### config.mk
export PLATFORM = sky130hd
export DESIGN_NAME = mux_rr_scheduler_flat
export DESIGN_NICKNAME = d
export VERILOG_FILES = /design/src/rtl/mux_rr_scheduler_pkg.sv /design/src/rtl/mux_rr_scheduler_if.sv /design/src/rtl/mux_rr_scheduler_rr_pick.sv /design/src/rtl/mux_rr_scheduler.sv /design/src/flat_wrapper.sv
export SDC_FILE = /design/constraint.sdc
export NUM_CORES = 1
export LEC_CHECK = 0
export CAP_MARGIN = 20
export CORE_MARGIN = 5
export CORE_UTILIZATION = 50
export CTS_CLUSTER_SIZE = 14
export DETAILED_ROUTE_END_ITERATION = 8
export PLACE_DENSITY = 0.8
export SYNTH_ARGS = -nofsm -noshare
export SYNTH_HDL_FRONTEND = slang
export SYNTH_SLANG_ARGS = --single-unit
### constraint.sdc
create_clock -name clk -period 9.2 [get_ports clk]
set_input_delay 0.92 -clock clk [delete_from_list [all_inputs] [get_ports clk]]
set_output_delay 0.92 -clock clk [all_outputs]
set_load 0.01 [all_outputs]
### src/rtl/mux_rr_scheduler_pkg.sv
// ---------------------------------------------------------------------------
// mux_sched_pkg
//   Shared types and constants for the round-robin mux scheduler.
//   - state_t : FSM encoding (ST_IDLE=0, ST_GRANT=1)
//   - N_REQ / SEL_W : requester count and select width (match mux_16_1)
//   - GCNT_W : width of the optional grant statistics counter
//   - BEAT_W : width of the per-grant beat counter (HOLD_MAX <= 255)
// ---------------------------------------------------------------------------
package mux_sched_pkg;

  localparam int N_REQ  = 16;
  localparam int SEL_W  = 4;
  localparam int GCNT_W = 16;
  localparam int BEAT_W = 8;

  typedef enum logic {
    ST_IDLE  = 1'b0,
    ST_GRANT = 1'b1
  } state_t;

endpackage

### src/rtl/mux_rr_scheduler_if.sv
// ---------------------------------------------------------------------------
// mux_rr_scheduler_if
//   Bundles the scheduler's request, handshake and mux-control signals.
//   Optional feature macro: MUX_SCHED_STATS_EN (adds grant_cnt).
//
//   Signals:
//     en         scheduler enable, gates new grants only
//     req        one request bit per mux input din_0..din_15
//     out_ready  downstream accepts the current mux Y beat
//     sel        registered select to mux_16_1
//     grant      registered one-hot grant, 0 when idle
//     out_valid  mux Y beat is valid (combinational)
//     busy       registered, high while a grant is active
//     dbg_state  FSM state for checkers (0 idle, 1 grant)
//     dbg_ptr    current round-robin highest-priority index
//     grant_cnt  saturating count of grants issued (stats build only)
//
//   Handshake: a beat transfers on a rising clk edge where out_valid and
//   out_ready are both 1. out_valid never depends on out_ready; out_ready
//   may be held low indefinitely (the burst just stalls). out_valid drops
//   in the same cycle the granted requester withdraws its req bit.
//
//   Modports: master = scheduler side, slave = requesters/downstream side.
// ---------------------------------------------------------------------------
interface mux_rr_scheduler_if;
  import mux_sched_pkg::*;

  logic             en;
  logic [N_REQ-1:0] req;
  logic             out_ready;
  logic [SEL_W-1:0] sel;
  logic [N_REQ-1:0] grant;
  logic             out_valid;
  logic             busy;
  logic             dbg_state;
  logic [SEL_W-1:0] dbg_ptr;
`ifdef MUX_SCHED_STATS_EN
  logic [GCNT_W-1:0] grant_cnt;

  modport master (
    input  en, req, out_ready,
    output sel, grant, out_valid, busy, dbg_state, dbg_ptr, grant_cnt
  );
  modport slave (
    output en, req, out_ready,
    input  sel, grant, out_valid, busy, dbg_state, dbg_ptr, grant_cnt
  );
`else
  modport master (
    input  en, req, out_ready,
    output sel, grant, out_valid, busy, dbg_state, dbg_ptr
  );
  modport slave (
    output en, req, out_ready,
    input  sel, grant, out_valid, busy, dbg_state, dbg_ptr
  );
`endif

endinterface

### src/rtl/mux_rr_scheduler_rr_pick.sv
// ---------------------------------------------------------------------------
// rr_pick
//   Combinational rotate-priority picker.
//   Ports:
//     req   in  16  request vector
//     ptr   in  4   highest-priority index
//     idx   out 4   first set request at or after ptr (wrapping mod 16)
//     found out 1   any request set
//   Method: rotate req right by ptr so ptr lands at bit 0, take the lowest
//   set bit, then add ptr back (4-bit add wraps modulo 16).
// ---------------------------------------------------------------------------
module rr_pick
  import mux_sched_pkg::*;
(
  input  logic [N_REQ-1:0] req,
  input  logic [SEL_W-1:0] ptr,
  output logic [SEL_W-1:0] idx,
  output logic             found
);

  logic [2*N_REQ-1:0] w_dbl;
  logic [N_REQ-1:0]   w_rot;
  logic [SEL_W-1:0]   w_pe;

  always_comb begin
    w_dbl = {req, req};
    w_rot = w_dbl[ptr +: N_REQ];
    w_pe  = '0;
    // Scan downward so the lowest set bit wins.
    for (int i = N_REQ - 1; i >= 0; i--) begin
      if (w_rot[i]) w_pe = SEL_W'(i);
    end
    idx   = w_pe + ptr;
    found = |req;
  end

endmodule

### src/rtl/mux_rr_scheduler.sv
// ---------------------------------------------------------------------------
// mux_rr_scheduler
//   Round-robin scheduler sharing one mux_16_1 among 16 requesters. Drives
//   the mux select, a one-hot grant, and qualifies mux Y with valid/ready.
//   Each grant is capped at HOLD_MAX accepted beats, and one IDLE guard
//   cycle always separates consecutive grants so the mux can settle.
//   Optional feature macro: MUX_SCHED_STATS_EN (grant_cnt output/counter).
//
//   Parameters:
//     HOLD_MAX  max accepted beats per grant, legal range 1..255
//   Ports:
//     clk       in   rising-edge clock
//     rst       in   asynchronous active-high reset
//     sched_if  master modport of mux_rr_scheduler_if (see interface file)
// ---------------------------------------------------------------------------
module mux_rr_scheduler
  import mux_sched_pkg::*;
#(
  parameter int HOLD_MAX = 8
) (
  input  logic                clk,
  input  logic                rst,
  mux_rr_scheduler_if.master  sched_if
);

  localparam logic [BEAT_W-1:0] LP_LAST_BEAT = BEAT_W'(HOLD_MAX - 1);

  state_t            r_state,    w_state_nx;
  logic [SEL_W-1:0]  r_sel,      w_sel_nx;
  logic [SEL_W-1:0]  r_ptr,      w_ptr_nx;
  logic [N_REQ-1:0]  r_grant,    w_grant_nx;
  logic [BEAT_W-1:0] r_beat_cnt, w_beat_nx;
  logic              r_busy;

  logic              w_out_valid;
  logic              w_accept;
  logic [SEL_W-1:0]  w_idx;
  logic              w_found;

  rr_pick u_pick (
    .req   (sched_if.req),
    .ptr   (r_ptr),
    .idx   (w_idx),
    .found (w_found)
  );

  // Valid only while granted and the owner still requests; sel is frozen
  // during GRANT, so mux Y cannot glitch while this is high.
  assign w_out_valid = (r_state == ST_GRANT) && sched_if.req[r_sel];
  assign w_accept    = w_out_valid && sched_if.out_ready;

  always_comb begin
    w_state_nx = r_state;
    w_sel_nx   = r_sel;
    w_ptr_nx   = r_ptr;
    w_grant_nx = r_grant;
    w_beat_nx  = r_beat_cnt;
    case (r_state)
      ST_IDLE: begin
        if (sched_if.en && w_found) begin
          w_state_nx = ST_GRANT;
          w_sel_nx   = w_idx;
          w_grant_nx = N_REQ'(1) << w_idx;
          w_beat_nx  = '0;
        end
      end
      ST_GRANT: begin
        // Withdrawal is checked first: with req[sel]==0 no beat can be
        // accepted, so it naturally takes priority over the beat limit.
        if (!sched_if.req[r_sel]) begin
          w_state_nx = ST_IDLE;
          w_ptr_nx   = r_sel + SEL_W'(1);
          w_grant_nx = '0;
        end else if (w_accept) begin
          if (r_beat_cnt == LP_LAST_BEAT) begin
            w_state_nx = ST_IDLE;
            w_ptr_nx   = r_sel + SEL_W'(1);
            w_grant_nx = '0;
          end else begin
            w_beat_nx = r_beat_cnt + BEAT_W'(1);
          end
        end
      end
      default: begin
        w_state_nx = ST_IDLE;
        w_grant_nx = '0;
      end
    endcase
  end

  always_ff @(posedge clk or posedge rst) begin
    if (rst) begin
      r_state    <= ST_IDLE;
      r_sel      <= '0;
      r_ptr      <= '0;
      r_grant    <= '0;
      r_beat_cnt <= '0;
      r_busy     <= 1'b0;
    end else begin
      r_state    <= w_state_nx;
      r_sel      <= w_sel_nx;
      r_ptr      <= w_ptr_nx;
      r_grant    <= w_grant_nx;
      r_beat_cnt <= w_beat_nx;
      r_busy     <= (w_state_nx == ST_GRANT);
    end
  end

`ifdef MUX_SCHED_STATS_EN
  logic [GCNT_W-1:0] r_grant_cnt;
  logic              w_start;

  assign w_start = (r_state == ST_IDLE) && (w_state_nx == ST_GRANT);

  always_ff @(posedge clk or posedge rst) begin
    if (rst) begin
      r_grant_cnt <= '0;
    end else if (w_start && (r_grant_cnt != {GCNT_W{1'b1}})) begin
      r_grant_cnt <= r_grant_cnt + GCNT_W'(1);
    end
  end

  assign sched_if.grant_cnt = r_grant_cnt;
`endif

  assign sched_if.sel       = r_sel;
  assign sched_if.grant     = r_grant;
  assign sched_if.out_valid = w_out_valid;
  assign sched_if.busy      = r_busy;
  assign sched_if.dbg_state = r_state;
  assign sched_if.dbg_ptr   = r_ptr;

endmodule

### src/flat_wrapper.sv
// flat-port wrapper written by rule: the top's interface ports become plain ports
module mux_rr_scheduler_flat import mux_sched_pkg::*;
#(
  parameter int HOLD_MAX = 8
)
  (clk, rst, sched_if_en, sched_if_req, sched_if_out_ready, sched_if_sel, sched_if_grant, sched_if_out_valid, sched_if_busy, sched_if_dbg_state, sched_if_dbg_ptr);
  mux_rr_scheduler_if sched_if_i ();
  input  logic clk;
  input  logic rst;
  input wire logic [$bits(sched_if_i.en)-1:0] sched_if_en;
  input wire logic [$bits(sched_if_i.req)-1:0] sched_if_req;
  input wire logic [$bits(sched_if_i.out_ready)-1:0] sched_if_out_ready;
  output wire logic [$bits(sched_if_i.sel)-1:0] sched_if_sel;
  output wire logic [$bits(sched_if_i.grant)-1:0] sched_if_grant;
  output wire logic [$bits(sched_if_i.out_valid)-1:0] sched_if_out_valid;
  output wire logic [$bits(sched_if_i.busy)-1:0] sched_if_busy;
  output wire logic [$bits(sched_if_i.dbg_state)-1:0] sched_if_dbg_state;
  output wire logic [$bits(sched_if_i.dbg_ptr)-1:0] sched_if_dbg_ptr;
  assign sched_if_i.en = sched_if_en;
  assign sched_if_i.req = sched_if_req;
  assign sched_if_i.out_ready = sched_if_out_ready;
  assign sched_if_sel = sched_if_i.sel;
  assign sched_if_grant = sched_if_i.grant;
  assign sched_if_out_valid = sched_if_i.out_valid;
  assign sched_if_busy = sched_if_i.busy;
  assign sched_if_dbg_state = sched_if_i.dbg_state;
  assign sched_if_dbg_ptr = sched_if_i.dbg_ptr;
  mux_rr_scheduler #(.HOLD_MAX(HOLD_MAX)) u_core (.clk(clk), .rst(rst), .sched_if(sched_if_i));
endmodule
==> run_results.csv, run 1 <==
group,metric,value,unit
timing,fin_tns_setup,0,ps
clocking,hold_buffers,0,
synth,yosysUniqueCellTypes,51,
critical_path,reg2reg_depth,14,
run_status,status,"completed",
global_routing,gr-total-overflow,0,
synth,ys.flop_type,"dfrtp_1",
clocking,cts.path.max_buffers,2,
clocking,tritoncts,"done",
critical_path,crit_start,"u_core.sched_if.dbg_ptr[0]$_DFFE_PP0P_",
routing,ant_nets,0,
global_routing,grt_usage,19.01,%
synth,async_reset_ff_share,100.0,%
global_routing,grt_max_degree,34,
clocking,cts_sinks,33,
synth,synth-seq-area-share,29.99,%
global_routing,antenna_found_initial,0,
worst_hold_path,hold_path.class,"flip-flop to flip-flop",
synth,synth_edf_count,0,
timing,fin_ws,4344,ps
layout,final_cell_mix,"clkdlybuf4s50_1 (46), dfrtp_1 (33), nand2_1 (29), o21ai_0 (18)",
routing,wl,6504,um
timing,timing.fmax,205.9,MHz
timing,timing.final.crit_share,52.78,%
critical_path,worst-path-max-fanout,24,
place,place_congestion,0.9546,
job,maxCapViolCount,0,
floorplan,io_pins,47,
pwr,ir_worst_vdd,221.7,uV
layout,fin_nets,335,
timing,worst_slew_pin_slew,1035,ps
routing,drt_iter0_drc,174,
routing,wl_met3,431,um
place,place_ws,4057,ps
timing,slew_violations,0,
critical_path,cp.arrival,5080,ps
routing,drcViolationCount,0,
layout,layout_commonest_cell,"clkdlybuf4s50_1",
layout,diodes,0,
routing,wl_met1,2981,um
layout,regArea,825.8,um2
pwr,power_density,374.7,mW/mm2
timing,hold_viol,0,
clocking,insertion_delay,290,ps
clocking,h-tree-depth,2,
global_routing,grt_pass1_wl,11010,um
routing,top_layer,"met4",
synth,syn_avg_cell_area,10.28,um2
routing,dr_wl_met2,3043,um
layout,area_growth,20.67,%
synth,synth_area,0.002754,mm2
routing,num_vias,2356,
clocking,cts-buffers-inserted,5,
place,io_buffers,46,
synth,syn_inst,268,
critical_path,endpoint_kind,"flip-flop",
synth,syn_nets,294,
floorplan,die_area,0.007092,mm2
critical_path,crit_type,"flip-flop to flip-flop",
routing,first_pass_iters,5,
routing,vias_per_cell,6.168,
place,place_hpwl,4837,um
synth,yosysWarnings,0,
clocking,cts_root_buf,"clkbuf_8",
timing,rsz0062_at_grt,"no",
timing,setup_viol,0,
critical_path,r2r-end,"u_core.sched_if.grant[10]$_DFFE_PP0P_",
synth,synth_seq_cells,33,
routing,post_drt_wl_per_cell,17.03,um
floorplan,die_x,84.22,um
timing,period_needed,4856,ps
pwr,power.leakage,0.001360,uW
clocking,path_clk_slew,70,ps
timing,skew,5.027,ps
critical_path,ff2ff_setup_slack,4340,ps
layout,drive_gt1_share,10.65,%
global_routing,grt_pass1_vias,2250,
clocking,cts_resized,0,
critical_path,cp-start-kind,"flip-flop",
timing,relSlewSlack,30.77,%
floorplan,design.core.area,0.005439,mm2
critical_path,crit_end,"u_core.sched_if.grant[10]$_DFFE_PP0P_",
critical_path,critPathRequiredTime,9420,ps
floorplan,start_util,50.63,%
clocking,cts_setup_buffers,0,
floorplan,die_h,84.22,um
critical_path,r2r-start,"u_core.sched_if.dbg_ptr[0]$_DFFE_PP0P_",
floorplan,row_count,27,
layout,fillers,467,
layout,multi_input_area,0.001823,mm2
-- cell type report --
| cell class | count | area share (%) |
|---|---|---|
| multi-input combinational | 214 | 54.86 |
| sequential | 33 | 24.85 |
| timing repair buffer | 48 | 14.31 |
| tap | 72 | 2.711 |
| clock buffer | 6 | 2.184 |
| inverter | 7 | 0.7907 |
| clock inverter | 2 | 0.3012 |
-- critical path, stage by stage, from the launching register on --
cell,delay [ps]
dfrtp_1,1020
mux4_1,690
a222oi_1,550
nand3_1,120
o21ai_0,400
nor2b_1,190
a21oi_1,70
a31oi_1,170
ha_1,290
a21oi_1,230
inv_1,60
a21oi_1,170
xnor2_1,260
xor2_2,350
a32o_1,230
-- worst min path at each step --
stage / start / end / slack, ps / cells after the start
finish: u_core.sched_if.grant[3]$_DFFE_PP0P_ / u_core.sched_if.grant[3]$_DFFE_PP0P_ / 480 / 2
global route: u_core.sched_if.grant[6]$_DFFE_PP0P_ / u_core.sched_if.grant[6]$_DFFE_PP0P_ / 530 / 1
CTS: u_core.sched_if.grant[3]$_DFFE_PP0P_ / u_core.sched_if.grant[3]$_DFFE_PP0P_ / 480 / 2
detailed placement: u_core.sched_if.grant[3]$_DFFE_PP0P_ / u_core.sched_if.grant[3]$_DFFE_PP0P_ / 470 / 2
global placement: u_core.sched_if.grant[5]$_DFFE_PP0P_ / u_core.sched_if.grant[5]$_DFFE_PP0P_ / 460 / 2
floorplan: u_core.r_beat_cnt[0]$_DFFE_PP0P_ / u_core.r_beat_cnt[0]$_DFFE_PP0P_ / 490 / 1
-- report_power, final --
part	internal [uW]	leakage [uW]	total (uW)	switching, uW
Sequential	190	0.000433	286	95.8
Clock	52.3	0.0000450	104	51.5
Combinational	402	0.000882	855	454
-- per-layer routing --
| metal | vias to the layer above | GRT usage (%) |
|---|---|---|
| met5 | - | 0 |
| met4 | 0 | 2.778 |
| met3 | 9 | 4.416 |
| met2 | 99 | 29.77 |
| met1 | 1127 | 27.69 |
| li1 | 1121 | - |
-- synthesized netlist by cell type, types with 4 or more instances --
cell	n	area (um2)
nor2_1	15	56.30
nor4_1	5	31.28
a21oi_1	13	65.06
nand3_1	13	65.06
mux2_2	14	157.7
nand2_1	29	108.9
mux2i_1	12	120.1
dfrtp_1	33	825.8
nor2b_1	4	25.02
ha_1	6	75.07
inv_1	7	26.28
a32o_1	5	50.05
mux4_2	5	112.6
nor3_1	9	45.04
clkbuf_1	7	26.28
o21ai_0	18	90.09
and2_1	4	25.02
xnor2_1	7	61.31
mux4_1	15	394.1
-- state kept, by name (all words and copies together) (netlist names) --
signal,flops
u_core.sched_if.dbg_ptr,4
u_core.sched_if.dbg_state,1
u_core.sched_if.grant,16
u_core.sched_if.sel,4
u_core.r_beat_cnt,8
-- metrics by stage --
step	cell area (um2)	instances	hold slack [ps]	total power (uW)	utilization [%]
floorplan	2754	268	487.5	906.8	-
global placement	3241	374	464.4	1118	59.58
detailed placement	3241	374	469.2	1139	59.58
CTS	3323	382	484.4	1247	61.10
global route	3323	382	527.4	1357	61.10
finish	3323	382	481.5	1245	61.10
-- cells by family after synthesis --
logic type | Yosys count | synth area share, %
AND/OR/NAND/NOR | 95 | 16.95
AO/OA/AOI/OAI | 55 | 13.68
adder cells (fa/ha/maj) | 6 | 2.726
flip-flops | 33 | 29.99
multiplexers | 46 | 28.49
buffers and inverters | 21 | 3.816
XOR/XNOR | 12 | 4.362
Note: power is estimated with default switching activity, not from simulation.
==> run 2: changes to the inputs <==
Clock period 9.2 ns to 5 ns, I/O delays scaled along.
==> run_results.csv, run 2 (same netlist as run 1, synthesis figures left out) <==
group,metric,value,unit
timing,hold_viol,0,
routing,first_pass_iters,4,
pwr,power_density,715.8,mW/mm2
timing,period_needed,4400,ps
clocking,cts_setup_buffers,0,
layout,largest_reg_flops,16,
clocking,cts-buffers-inserted,5,
timing,setup_viol,0,
global_routing,use_met2,30.20,%
layout,layout_commonest_cell,"clkdlybuf4s50_1",
layout,fin_util,62.32,%
place,place_hpwl,4797,um
pwr,ir_worst_vdd,501.1,uV
place,io_buffers,46,
layout,regArea,825.8,um2
layout,fin_nets,337,
critical_path,critPathRequiredTime,5150,ps
routing,wl,6564,um
place,place_ws,385.4,ps
timing,slew_violations,0,
critical_path,ff2ff_setup_slack,600,ps
timing,fin_tns_setup,0,ps
clocking,cts.path.max_buffers,2,
critical_path,worst-path-max-fanout,13,
critical_path,crit_type,"flip-flop to flip-flop",
global_routing,grt_use_met3,3.337,%
routing,drt_iter0_drc,165,
floorplan,start_util,50.63,%
routing,drcViolationCount,0,
routing,vias_per_cell,6.195,
clocking,insertion_delay,290,ps
layout,drive_gt1_share,11.54,%
place,dp_cells,376,
worst_hold_path,hold_path.class,"flip-flop to flip-flop",
routing,post_drt_wl_per_cell,17.09,um
clocking,tritoncts,"done",
global_routing,grt_pass1_vias,2340,
global_routing,grt_pass1_wl,11070,um
global_routing,met1_usage,26.90,%
critical_path,reg2reg_depth,15,
global_routing,antenna_found_initial,0,
layout,final_cells,384,
clocking,h-tree-depth,2,
routing,num_vias,2379,
layout,fillers,445,
place,place_congestion,0.9510,
timing,timing.fmax,227.2,MHz
layout,diodes,0,
global_routing,gr-total-overflow,0,
floorplan,io_pins,47,
timing,hold_slack,480.4,ps
routing,ant_nets,0,
pwr,power.leakage,0.001393,uW
worst_hold_path,hp-start,"u_core.sched_if.grant[3]$_DFFE_PP0P_",
worst_hold_path,hold_end,"u_core.sched_if.grant[3]$_DFFE_PP0P_",
timing,fin_ws,599.5,ps
clocking,cts_root_buf,"clkbuf_8",
floorplan,die_h,84.22,um
timing,skew,10.31,ps
floorplan,design.core.area,0.005439,mm2
global_routing,grt_usage,18.90,%
run_status,status,"completed",
critical_path,r2r-start,"u_core.sched_if.dbg_ptr[0]$_DFFE_PP0P_",
layout,area_growth,23.08,%
worst_hold_path,min_path_cells,2,
timing,worst_slew_pin_slew,1081,ps
critical_path,endpoint_kind,"flip-flop",
clocking,hold_buffers,0,
floorplan,row_count,27,
timing,timing.final.crit_share,88.01,%
global_routing,top_usage_layer,"met2",
clocking,path_clk_slew,80,ps
floorplan,die_area,0.007092,mm2
critical_path,r2r-end,"u_core.sched_if.grant[5]$_DFFE_PP0P_",
floorplan,die_x,84.22,um
clocking,cts_resized,0,
clocking,cts_sinks,33,
critical_path,cp-start-kind,"flip-flop",
layout,multi_input_area,0.001823,mm2
job,maxCapViolCount,0,
timing,rsz0062_at_grt,"no",
layout,final_cell_mix,"clkdlybuf4s50_1 (46), dfrtp_1 (33), nand2_1 (29), o21ai_0 (18)",
global_routing,grt_max_degree,34,
critical_path,cp.arrival,4550,ps
timing,relSlewSlack,27.66,%
run 2: cell types whose count changed in the layout (fill, tap and decap cells not counted), sizes merged:
cell	delta
clkbuf	-1
buf	+2
clkinv	-1
bufinv	+2
run 2: worst max-delay path by stage:
stage,startpoint,end,depth (start not counted)
2_1_floorplan,u_core.sched_if.dbg_ptr[0]$_DFFE_PP0P_,u_core.sched_if.grant[10]$_DFFE_PP0P_,14
3_3_place_gp,sched_if_req[13],u_core.sched_if.grant[14]$_DFFE_PP0P_,16
3_5_place_dp,sched_if_req[13],u_core.sched_if.grant[5]$_DFFE_PP0P_,16
4_1_cts,u_core.sched_if.dbg_ptr[0]$_DFFE_PP0P_,u_core.sched_if.grant[5]$_DFFE_PP0P_,15
5_1_grt,u_core.sched_if.dbg_ptr[0]$_DFFE_PP0P_,u_core.sched_if.grant[13]$_DFFE_PP0P_,15
6_report,u_core.sched_if.dbg_ptr[0]$_DFFE_PP0P_,u_core.sched_if.grant[5]$_DFFE_PP0P_,15
run 2: cell type report:
class,count,share of cell area (%)
Tap cell,72,2.658
Timing Repair Buffer,50,14.47
Multi-Input combinational cell,214,53.78
Inverter,7,0.7752
Clock buffer,5,2.030
Clock inverter,3,1.920
Sequential cell,33,24.36
run 2: per-layer routing:
layer	wire length, um	part of all wire, %	up-vias
met4	102	1.6	0
li1	-	-	1126
met2	3065	47	101
met5	0	0	-
met1	2955	45	1138
met3	440	6.7	14
run 2: power breakdown:
group	internal (uW)	total [uW]	leakage [uW]	switching, uW
Combinational	753	1620	0.000892	866
Sequential	350	508	0.000433	158
Clock	198	300	0.0000681	102
Total	1300	2430	0.00139	1130
run 2: through the flow:
stage               cell area [um2]  total power [uW]
detailed placement             3256              2108
global route                   3390              2621
CTS                            3390              2421
finish                         3390              2426
global placement               3256              2076
floorplan                      2754              1668
run 2: worst max-delay path, stage by stage, from the launching register on:
cell and delay (ps):
dfrtp_1 710, buf_4 330, mux4_1 580, mux2_2 330, nor3b_1 250, nor2_1 100, nor3_1 190, a21oi_1 60
a31oi_1 170, ha_1 290, a21oi_1 240, inv_1 70, a21oi_1 170, xnor2_1 250, xor2_2 370, o21ai_0 170
